--- config.mk ---
export PLATFORM = sky130hd
export DESIGN_NAME = rgb_hue_sched_flat
export DESIGN_NICKNAME = d
export VERILOG_FILES = /design/src/rtl/rgb_hue_sched_pkg.sv /design/src/rtl/rgb_hue_sched_if.sv /design/src/rtl/rgb_hue_sched_tick_prescaler.sv /design/src/rtl/rgb_hue_sched.sv /design/src/flat_wrapper.sv
export SDC_FILE = /design/constraint.sdc
export NUM_CORES = 1
export LEC_CHECK = 0
export CORE_ASPECT_RATIO = 1.25
export CORE_MARGIN = 2
export CORE_UTILIZATION = 66
export CTS_BUF_LIST = sky130_fd_sc_hd__clkbuf_2 sky130_fd_sc_hd__clkbuf_4 sky130_fd_sc_hd__clkbuf_8
export DETAILED_ROUTE_END_ITERATION = 7
export GPL_ROUTABILITY_DRIVEN = 0
export MAX_ROUTING_LAYER = met4
export PLACE_DENSITY_LB_ADDON = 0.08
export SKIP_CTS_REPAIR_TIMING = 1
export SYNTH_ARGS = -nofsm -noshare
export SYNTH_HDL_FRONTEND = slang
export SYNTH_SLANG_ARGS = --single-unit
--- constraint.sdc ---
create_clock -name clk -period 6.57 [get_ports clk]
set_input_delay 1.314 -clock clk [delete_from_list [all_inputs] [get_ports clk]]
set_output_delay 1.314 -clock clk [all_outputs]
set_load 0.05 [all_outputs]
--- src/rtl/rgb_hue_sched_pkg.sv ---
// Shared types for the RGB hue-wheel scheduler: phase and channel-role enums,
// channel indices and the phase/role table.
package rgb_hue_pkg;

    typedef enum logic [2:0] {
        P0,
        P1,
        P2,
        P3,
        P4,
        P5
    } phase_t;

    typedef enum logic [1:0] {
        HIGH,
        LOW,
        RISE,
        FALL
    } role_t;

    localparam int R      = 0;
    localparam int G      = 1;
    localparam int B      = 2;
    localparam int NUM_CH = 3;

    // One row per phase, giving what each colour channel does while it is active.
    function automatic role_t phase_role(phase_t ph, int ch);
        role_t r_role;
        role_t g_role;
        role_t b_role;
        role_t role;
        r_role = LOW;
        g_role = LOW;
        b_role = LOW;
        case (ph)
            P0: begin r_role = HIGH; g_role = RISE; b_role = LOW;  end
            P1: begin r_role = FALL; g_role = HIGH; b_role = LOW;  end
            P2: begin r_role = LOW;  g_role = HIGH; b_role = RISE; end
            P3: begin r_role = LOW;  g_role = FALL; b_role = HIGH; end
            P4: begin r_role = RISE; g_role = LOW;  b_role = HIGH; end
            P5: begin r_role = HIGH; g_role = LOW;  b_role = FALL; end
            default: begin r_role = LOW; g_role = LOW; b_role = LOW; end
        endcase
        if (ch == R) begin
            role = r_role;
        end else if (ch == G) begin
            role = g_role;
        end else begin
            role = b_role;
        end
        return role;
    endfunction

    function automatic phase_t next_phase(phase_t ph);
        phase_t nxt;
        if (ph == P5) begin
            nxt = P0;
        end else begin
            nxt = phase_t'(ph + 3'd1);
        end
        return nxt;
    endfunction

endpackage

--- src/rtl/rgb_hue_sched_if.sv ---
// Bus between the hue scheduler and its consumer: fade enable in,
// PWM pins and fade status out.
interface rgb_hue_sched_if #(
    parameter int DUTY_W = 11
);

    logic              en;
    logic              pwm_r;
    logic              pwm_g;
    logic              pwm_b;
    logic [DUTY_W-1:0] duty_r;
    logic [DUTY_W-1:0] duty_g;
    logic [DUTY_W-1:0] duty_b;
    logic [2:0]        phase;
    logic              phase_done;

    modport master (
        input  en,
        output pwm_r, pwm_g, pwm_b,
        output duty_r, duty_g, duty_b,
        output phase, phase_done
    );

    modport slave (
        output en,
        input  pwm_r, pwm_g, pwm_b,
        input  duty_r, duty_g, duty_b,
        input  phase, phase_done
    );

endinterface

--- src/rtl/rgb_hue_sched_tick_prescaler.sv ---
// Step-tick prescaler: counts enabled clock cycles and emits a registered
// one-cycle tick on each wrap; the count holds while disabled.
module tick_prescaler #(
    parameter int TICK_INTERVAL = 12000
) (
    input  logic clk,
    input  logic rst_n,
    input  logic en,
    output logic tick
);

    localparam int               CNT_W = (TICK_INTERVAL > 1) ? $clog2(TICK_INTERVAL) : 1;
    localparam logic [CNT_W-1:0] LAST  = CNT_W'(TICK_INTERVAL - 1);

    logic [CNT_W-1:0] count;
    logic             wrap;

    assign wrap = en && (count == LAST);

    // Tick is registered, so a tick already issued is applied even if en drops next cycle.
    always_ff @(posedge clk or negedge rst_n) begin
        if (!rst_n) begin
            count <= '0;
            tick  <= 1'b0;
        end else begin
            tick <= wrap;
            if (wrap) begin
                count <= '0;
            end else if (en) begin
                count <= count + CNT_W'(1);
            end
        end
    end

endmodule

--- src/rtl/rgb_hue_sched.sv ---
// Coordinated RGB hue-wheel fade: step prescaler, 6-phase role sequencer,
// per-channel ramping duty and a shared glitch-free PWM period counter.
module rgb_hue_sched
    import rgb_hue_pkg::*;
#(
    parameter int TICK_INTERVAL = 12000,
    parameter int STEPS         = 300,
    parameter int PWM_INTERVAL  = 1200,
    parameter int STEP_VAL      = PWM_INTERVAL / STEPS,
    parameter int DUTY_W        = $clog2(PWM_INTERVAL + 1)
) (
    input  logic            clk,
    input  logic            rst_n,
    rgb_hue_sched_if.master bus
);

    localparam int                STEP_W   = (STEPS > 1) ? $clog2(STEPS) : 1;
    localparam int                PWM_W    = (PWM_INTERVAL > 1) ? $clog2(PWM_INTERVAL) : 1;
    localparam logic [STEP_W-1:0] STEP_END = STEP_W'(STEPS - 1);
    localparam logic [PWM_W-1:0]  PWM_END  = PWM_W'(PWM_INTERVAL - 1);
    localparam logic [DUTY_W-1:0] FULL     = DUTY_W'(PWM_INTERVAL);
    localparam logic [DUTY_W:0]   FULL_EXT = (DUTY_W + 1)'(PWM_INTERVAL);
    localparam logic [DUTY_W-1:0] STEP_D   = DUTY_W'(STEP_VAL);
    localparam logic [DUTY_W:0]   STEP_EXT = (DUTY_W + 1)'(STEP_VAL);

    logic              tick;
    phase_t            phase_q;
    logic [STEP_W-1:0] step_q;
    logic              phase_done_q;
    logic              last_step;
    logic [PWM_W-1:0]  pwm_cnt;
    logic [DUTY_W-1:0] duty [NUM_CH];
    logic              pwm  [NUM_CH];

    tick_prescaler #(
        .TICK_INTERVAL(TICK_INTERVAL)
    ) u_prescaler (
        .clk  (clk),
        .rst_n(rst_n),
        .en   (bus.en),
        .tick (tick)
    );

    assign last_step = (step_q == STEP_END);

    // Hue-wheel sequencer: counts ticks within a phase and advances on the last one.
    always_ff @(posedge clk or negedge rst_n) begin
        if (!rst_n) begin
            phase_q      <= P0;
            step_q       <= '0;
            phase_done_q <= 1'b0;
        end else begin
            phase_done_q <= 1'b0;
            if (tick) begin
                if (last_step) begin
                    step_q       <= '0;
                    phase_q      <= next_phase(phase_q);
                    phase_done_q <= 1'b1;
                end else begin
                    step_q <= step_q + STEP_W'(1);
                end
            end
        end
    end

    // PWM period counter free-runs regardless of en so the LEDs keep lighting while frozen.
    always_ff @(posedge clk or negedge rst_n) begin
        if (!rst_n) begin
            pwm_cnt <= '0;
        end else if (pwm_cnt == PWM_END) begin
            pwm_cnt <= '0;
        end else begin
            pwm_cnt <= pwm_cnt + PWM_W'(1);
        end
    end

    for (genvar i = 0; i < NUM_CH; i++) begin : g_ch
        logic [DUTY_W-1:0] duty_q;
        logic [DUTY_W-1:0] duty_next;
        logic [DUTY_W:0]   raised;
        logic [DUTY_W-1:0] shadow;
        logic              pwm_q;

        // The last step of a phase snaps a ramp to its endpoint so rounding never accumulates.
        always_comb begin
            raised    = {1'b0, duty_q} + STEP_EXT;
            duty_next = duty_q;
            case (phase_role(phase_q, i))
                RISE:    duty_next = (last_step || raised >= FULL_EXT) ? FULL : raised[DUTY_W-1:0];
                FALL:    duty_next = (last_step || duty_q <= STEP_D) ? '0 : duty_q - STEP_D;
                default: duty_next = duty_q;
            endcase
        end

        always_ff @(posedge clk or negedge rst_n) begin
            if (!rst_n) begin
                duty_q <= (i == R) ? FULL : '0;
            end else if (tick) begin
                duty_q <= duty_next;
            end
        end

        // Shadow only reloads at the period boundary, so a duty change never splits a pulse.
        always_ff @(posedge clk or negedge rst_n) begin
            if (!rst_n) begin
                shadow <= '0;
                pwm_q  <= 1'b0;
            end else begin
                if (pwm_cnt == '0) begin
                    shadow <= duty_q;
                end
                pwm_q <= (DUTY_W'(pwm_cnt) < shadow);
            end
        end

        assign duty[i] = duty_q;
        assign pwm[i]  = pwm_q;
    end

    assign bus.duty_r     = duty[R];
    assign bus.duty_g     = duty[G];
    assign bus.duty_b     = duty[B];
    assign bus.pwm_r      = pwm[R];
    assign bus.pwm_g      = pwm[G];
    assign bus.pwm_b      = pwm[B];
    assign bus.phase      = phase_q;
    assign bus.phase_done = phase_done_q;

endmodule

--- src/flat_wrapper.sv ---
// flat-port wrapper written by rule: the top's interface ports become plain ports
module rgb_hue_sched_flat import rgb_hue_pkg::*;
#(
    parameter int TICK_INTERVAL = 12000,
    parameter int STEPS         = 300,
    parameter int PWM_INTERVAL  = 1200,
    parameter int STEP_VAL      = PWM_INTERVAL / STEPS,
    parameter int DUTY_W        = $clog2(PWM_INTERVAL + 1)
)
  (clk, rst_n, bus_en, bus_pwm_r, bus_pwm_g, bus_pwm_b, bus_duty_r, bus_duty_g, bus_duty_b, bus_phase, bus_phase_done);
  rgb_hue_sched_if #(.DUTY_W(DUTY_W)) bus_i ();
  input  logic clk;
  input  logic rst_n;
  input wire logic [$bits(bus_i.en)-1:0] bus_en;
  output wire logic [$bits(bus_i.pwm_r)-1:0] bus_pwm_r;
  output wire logic [$bits(bus_i.pwm_g)-1:0] bus_pwm_g;
  output wire logic [$bits(bus_i.pwm_b)-1:0] bus_pwm_b;
  output wire logic [$bits(bus_i.duty_r)-1:0] bus_duty_r;
  output wire logic [$bits(bus_i.duty_g)-1:0] bus_duty_g;
  output wire logic [$bits(bus_i.duty_b)-1:0] bus_duty_b;
  output wire logic [$bits(bus_i.phase)-1:0] bus_phase;
  output wire logic [$bits(bus_i.phase_done)-1:0] bus_phase_done;
  assign bus_i.en = bus_en;
  assign bus_pwm_r = bus_i.pwm_r;
  assign bus_pwm_g = bus_i.pwm_g;
  assign bus_pwm_b = bus_i.pwm_b;
  assign bus_duty_r = bus_i.duty_r;
  assign bus_duty_g = bus_i.duty_g;
  assign bus_duty_b = bus_i.duty_b;
  assign bus_phase = bus_i.phase;
  assign bus_phase_done = bus_i.phase_done;
  rgb_hue_sched #(.TICK_INTERVAL(TICK_INTERVAL), .STEPS(STEPS), .PWM_INTERVAL(PWM_INTERVAL), .STEP_VAL(STEP_VAL), .DUTY_W(DUTY_W)) u_core (.clk(clk), .rst_n(rst_n), .bus(bus_i));
endmodule
After elaboration in Yosys (flattened, before gate mapping)
Cells that the tools add are included.

Register bits after elaboration: 108. Output and inout bits: 40. Input port bits: 3.

Add/subtract/negate cells: 10. Reduce and logical (&&, ||, !) cells: 20. Order comparisons: 9. Equality and inequality tests: 14. Mux-type cells: 19.

Operators with widths (count): 2-to-1 mux 11 bit (7); case mux 11 bit (2 select lines) (3); adder 11 x 3 -> 12 bit, second input constant (3); greater-or-equal comparator 12 x 11 -> 1 bit, second input constant (3); less-or-equal comparator 11 x 3 -> 1 bit, second input constant (3); less-than comparator 11 bit (3); subtractor 11 x 3 -> 11 bit, second input constant (3); 2-to-1 mux 14 bit (2); case mux 2 bit (3 select lines) (3); adder 14 x 1 -> 14 bit, second input constant (1); == test 14 bit, second input constant (1); == test 2 bit, second input constant (6); adder 11 x 1 -> 11 bit, second input constant (1); == test 11 bit, second input constant (1); zero test 11 bit (1); adder 9 x 1 -> 9 bit, second input constant (1); == test 9 bit, second input constant (1); 2-to-1 mux 9 bit (1); AND reduction 2 bit (4); nonzero test 2 bit (4); == test 3 x 2 -> 1 bit, second input constant (2); == test 3 bit, second input constant (2); logical OR 1 bit (6); OR reduction 2 bit (3); 6 further kinds (7).

Longest topological paths before layout
Word-level depth: 6. Mapped depth: 10. Mapped depth without buffers: 9.

Cells and area by module
A second synthesis with hierarchy kept.

Cells, all modules: 735. Area, all modules: 6467.5 um^2.

By module, submodules not included: rgb_hue_sched (cells each 666, instances 1, area each 5740.5 um^2); tick_prescaler (cells each 69, instances 1, area each 726.9 um^2).

Worst setup path before layout
Ideal clock, no wire load.

Path type: reg2reg. From: reg u_core.g_ch[1].duty_q[3] (netlist: u_core.bus.duty_g[3]). To: reg u_core.g_ch[1].duty_q[8] (netlist: u_core.bus.duty_g[8]). Data required time: 6449 ps. Arrival: 2587 ps. Buffers on the path: 1. Cell stages (with the launch flop): 10. Slack: 3862 ps. Setup time: 121 ps. Cell sequence: dfrtp_1 > ha_1 > clkbuf_1 > nand2_1 > o31a_1 > a31oi_1 > o31ai_1 > and3_1 > a221o_1 > a22o_1.

Cells in the longest elaborated chain, start to end: 5. Elaborated cells on any way between the ends: 9.

RTL lines: start, declared (line rgb_hue_sched.sv:78) `logic [DUTY_W-1:0] duty_q;`; start signal, assigned (line rgb_hue_sched.sv:97) `duty_q <= (i == R) ? FULL : '0;`; start signal, assigned (line rgb_hue_sched.sv:99) `duty_q <= duty_next;`; adder 11 x 3 -> 12 bit (line rgb_hue_sched.sv:86) `raised = {1'b0, duty_q} + STEP_EXT;`; greater-or-equal comparator 12 x 11 -> 1 bit (line rgb_hue_sched.sv:89) `RISE: duty_next = (last_step || raised >= FULL_EXT) ? FULL : raised[DUTY_W-1:0];`; logical OR 1 bit (line rgb_hue_sched.sv:89); 2-to-1 mux 11 bit (line rgb_hue_sched.sv:89); case mux 11 bit (2 select lines) * (line rgb_hue_sched.sv:88) `case (phase_role(phase_q, i))`.

Every way passes the cells marked *; elsewhere a longest branch is shown, timed or not. A chain may end at the register's enable or synchronous reset.

Worst setup path in the final report
From: reg u_core.g_ch[0].duty_q[5] (netlist: u_core.bus.duty_r[5]). To: out bus_duty_r[5].

RTL lines: start, declared (line rgb_hue_sched.sv:78); start signal, assigned (line rgb_hue_sched.sv:97); start signal, assigned (line rgb_hue_sched.sv:99); end, declared (line flat_wrapper.sv:18) `output wire logic [$bits(bus_i.duty_r)-1:0] bus_duty_r;`.

No word-level cell between the ends.

==> out/results.ini <==
[clock_tree]
htree_num_levels=3
clock_path_buffers=2
worstSkewPairLatency_ps=370
root_buffer=clkbuf_8
cts_tree=built
cts.sinks=96
cts_buffers=9
clk_pin_slew_worst_paths_ps=90

[logic_synthesis]
yosys_warnings=0
async_flop_share_pct=100
synth.yosys.seq_area_share_pct=38.3
syn-cell-area_sq_mm=0.00629
postSynthAreaPerCell_sq_um=8.79
synth-main-ff-cell=dfrtp_1
synth_edf_count=0
synth_top_area_share_pct=36.6
synth-seq-cells=96
synth_area_leaders=dfrtp_1, ha_1, o21ai_0
synth_largest_area_cell=dfrtp_1
synthCells=715
synth_cell_type_count=76

[setup_path]
cp_slowest_stage_delay_ps=860
cp.buffers_inverters=1
path_cells=clkdlybuf4s50_1
endpoint_kind=output port
cp_top_family=buffers and inverters
crit_required_ps=5260
r2r_slack_ps=3890
worst_path_max_delay_cell=clkdlybuf4s50_1
r2r-start=u_core.bus.duty_g[2]$_DFFE_PN0P_
arrival_ps=1940
crit_fanout=17
r2r_cells=8
startpoint_type=register
crit_type=register to output port
r2r_end=u_core.bus.duty_g[8]$_DFFE_PN0P_

[power]
sw_frac_of_total_pct=24.3
p_seq_share_pct=61.3
power.leakage_uw=0.00284
internal_power_uw=770
peakVddDrop_uv=154
clkPwrFrac_pct=34.1
p_sw_uw=247
comb_power_share_pct=4.6
power.density_mw_per_mm2=150
fin_total_pwr_uw=1020

[die]
die_w_microns=91.3
num_io_pins=43
die-area_sq_mm=0.0103
dieHeight_microns=113
std_cell_rows=39
fp.coreArea_sq_mm=0.00922
start_util_pct=68.2

[placed_design]
post-dp-hpwl_microns=10100
placement.cell_area_sq_mm=0.00660
io_buffers=36

[grt]
track_usage_pct=29.7
grt_pass1_wl_microns=24400
grt_overflow=0
grt_pass1_vias=5254
antenna_found_initial=0
grt_max_degree=64

[route]
drt_iter0_markers=382
vias=5363
via_per_inst=6.29
routed_wl_microns=14300
ant_nets=0
first_pass_iters=6
wire_per_inst_microns=16.8
drc_errors=0

[hold_path]
whs_path_depth=1
hold_start=u_core.u_prescaler.count[4]$_DFFE_PN0P_
hp-class=register to register
hold_end=u_core.u_prescaler.count[4]$_DFFE_PN0P_

[cells_and_area]
area_delta_synth_final_pct=7.64
diodes=0
most-common-layout-cells=dfrtp_1, nand2_1, o21ai_0, nor2_1, inv_1
drive_above_1_share_pct=6.72
fin_area_sq_mm=0.00677
post-route-util_pct=73.4
final_common_cell=dfrtp_1
final_nets=770

[sta]
rsz0062_at_grt=no
final-hold-violation-count=0
fin_skew_ps=11.7
finalSetupTns_ps=0
tightest_slew_ps=1020
slew_headroom_pct=31.3
holdWs_ps=474
setup_violations=0
maxSlewViolCount=0
timing.fmax_mhz=307
final.min_clock_period_ps=3250
timing.final.crit_share_pct=49.5

[run_status]
outcome=completed

[job]
max_cap_viol_count=0

-- per-layer routing --
| layer | vias to the layer above | track usage [%] | share of wire, % |
|---|---|---|---|
| met1 | 2562 | 37.0 | 43 |
| met4 | 0 | 12.1 | 2.0 |
| met2 | 200 | 49.2 | 50 |
| met3 | 30 | 3.73 | 4.9 |
| met5 | - | - | 0 |
| li1 | 2571 | - | - |
-- worst register-to-register path, cell delays in order, from the launching register on --
cell and delay (ps):
dfrtp_1 620, ha_1 410, nand2_1 150, o31a_1 260, a31oi_1 170, o31ai_1 160
and3_1 240, a221o_1 350, a22o_1 220
-- state kept, by name (all words and copies together) (netlist names) --
register                  count
u_core.bus.phase_done         1
u_core.g_ch.shadow           27
u_core.bus.duty_g             9
u_core.bus.pwm_g              1
u_core.bus.pwm_r              1
u_core.bus.duty_b             9
u_core.bus.phase              3
u_core.u_prescaler.count     14
u_core.pwm_cnt               11
u_core.bus.duty_r             9
u_core.step_q                 9
u_core.u_prescaler.tick       1
u_core.bus.pwm_b              1
-- Yosys cell counts (all sizes together) (6+ instances only) --
cell type and n:
dfrtp 92, nand2 64, o21ai 64, nor2 53
inv 50, ha 41, a21oi 39, nand3 30
clkbuf 26, nor3 24, buf 18, xnor2 18
and3 15, mux2 15, a31oi 13, or3 11
xor2 11, nand4 10, nor2b 10, nor4 10
a221o 6
-- cell families (layout without fill, tap and decap cells) --
kind of cell | after synthesis | count (layout) | share of synthesized area, %
other | 1 | 6 | 0.0596
xor gates and xnor gates | 29 | 29 | 4.04
adders and majority gates | 41 | 41 | 8.16
muxes | 17 | 17 | 3.00
DFF | 96 | 96 | 38.3
AOI/OAI and AO/OA | 186 | 186 | 19.1
and+or+nand+nor | 251 | 251 | 20.6
buffers and inverters | 94 | 103 | 6.77
-- power by group through the flow --
stage	clock network (uW)	registers, uW	logic [uW]
floorplan	0	630	33.6
detailed placement	0	633	48.5
finish	347	623	47.0
global placement	0	634	45.8
global route	376	626	54.1
CTS	353	623	47.9
-- worst max path at each step --
stage / startpoint / endpoint / slack [ps] / cells past startpoint
after floorplan: u_core.bus.duty_g[3]$_DFFE_PN0P_ / u_core.bus.duty_g[8]$_DFFE_PN0P_ / 3860 / 9
after global placement: bus_en / u_core.u_prescaler.count[1]$_DFFE_PN0P_ / 3280 / 5
after detailed placement: bus_en / u_core.u_prescaler.count[1]$_DFFE_PN0P_ / 3200 / 5
after CTS: u_core.bus.duty_r[5]$_DFFE_PN1P_ / bus_duty_r[5] / 3320 / 1
after global routing: u_core.bus.duty_r[5]$_DFFE_PN1P_ / bus_duty_r[5] / 3260 / 1
final: u_core.bus.duty_r[5]$_DFFE_PN1P_ / bus_duty_r[5] / 3320 / 1
-- area by class of cell --
type | count | area, sq um
repair buffers | 39 | 380
multi-input cells | 530 | 3470
clock inverters | 3 | 20.0
clock buffers | 11 | 145
inverters | 50 | 188
fillers | 696 | 2450
well taps | 123 | 154
flip-flops and latches | 96 | 2410
-- stage by stage --
| stage | worst slack (ps) | instances |
|---|---|---|
| final | 3320 | 852 |
| after global routing | 3260 | 852 |
| after CTS | 3320 | 852 |
| after detailed placement | 3200 | 838 |
| after global placement | 3280 | 838 |
| after floorplan | 3860 | 720 |
(Power assumes the default switching activity.)
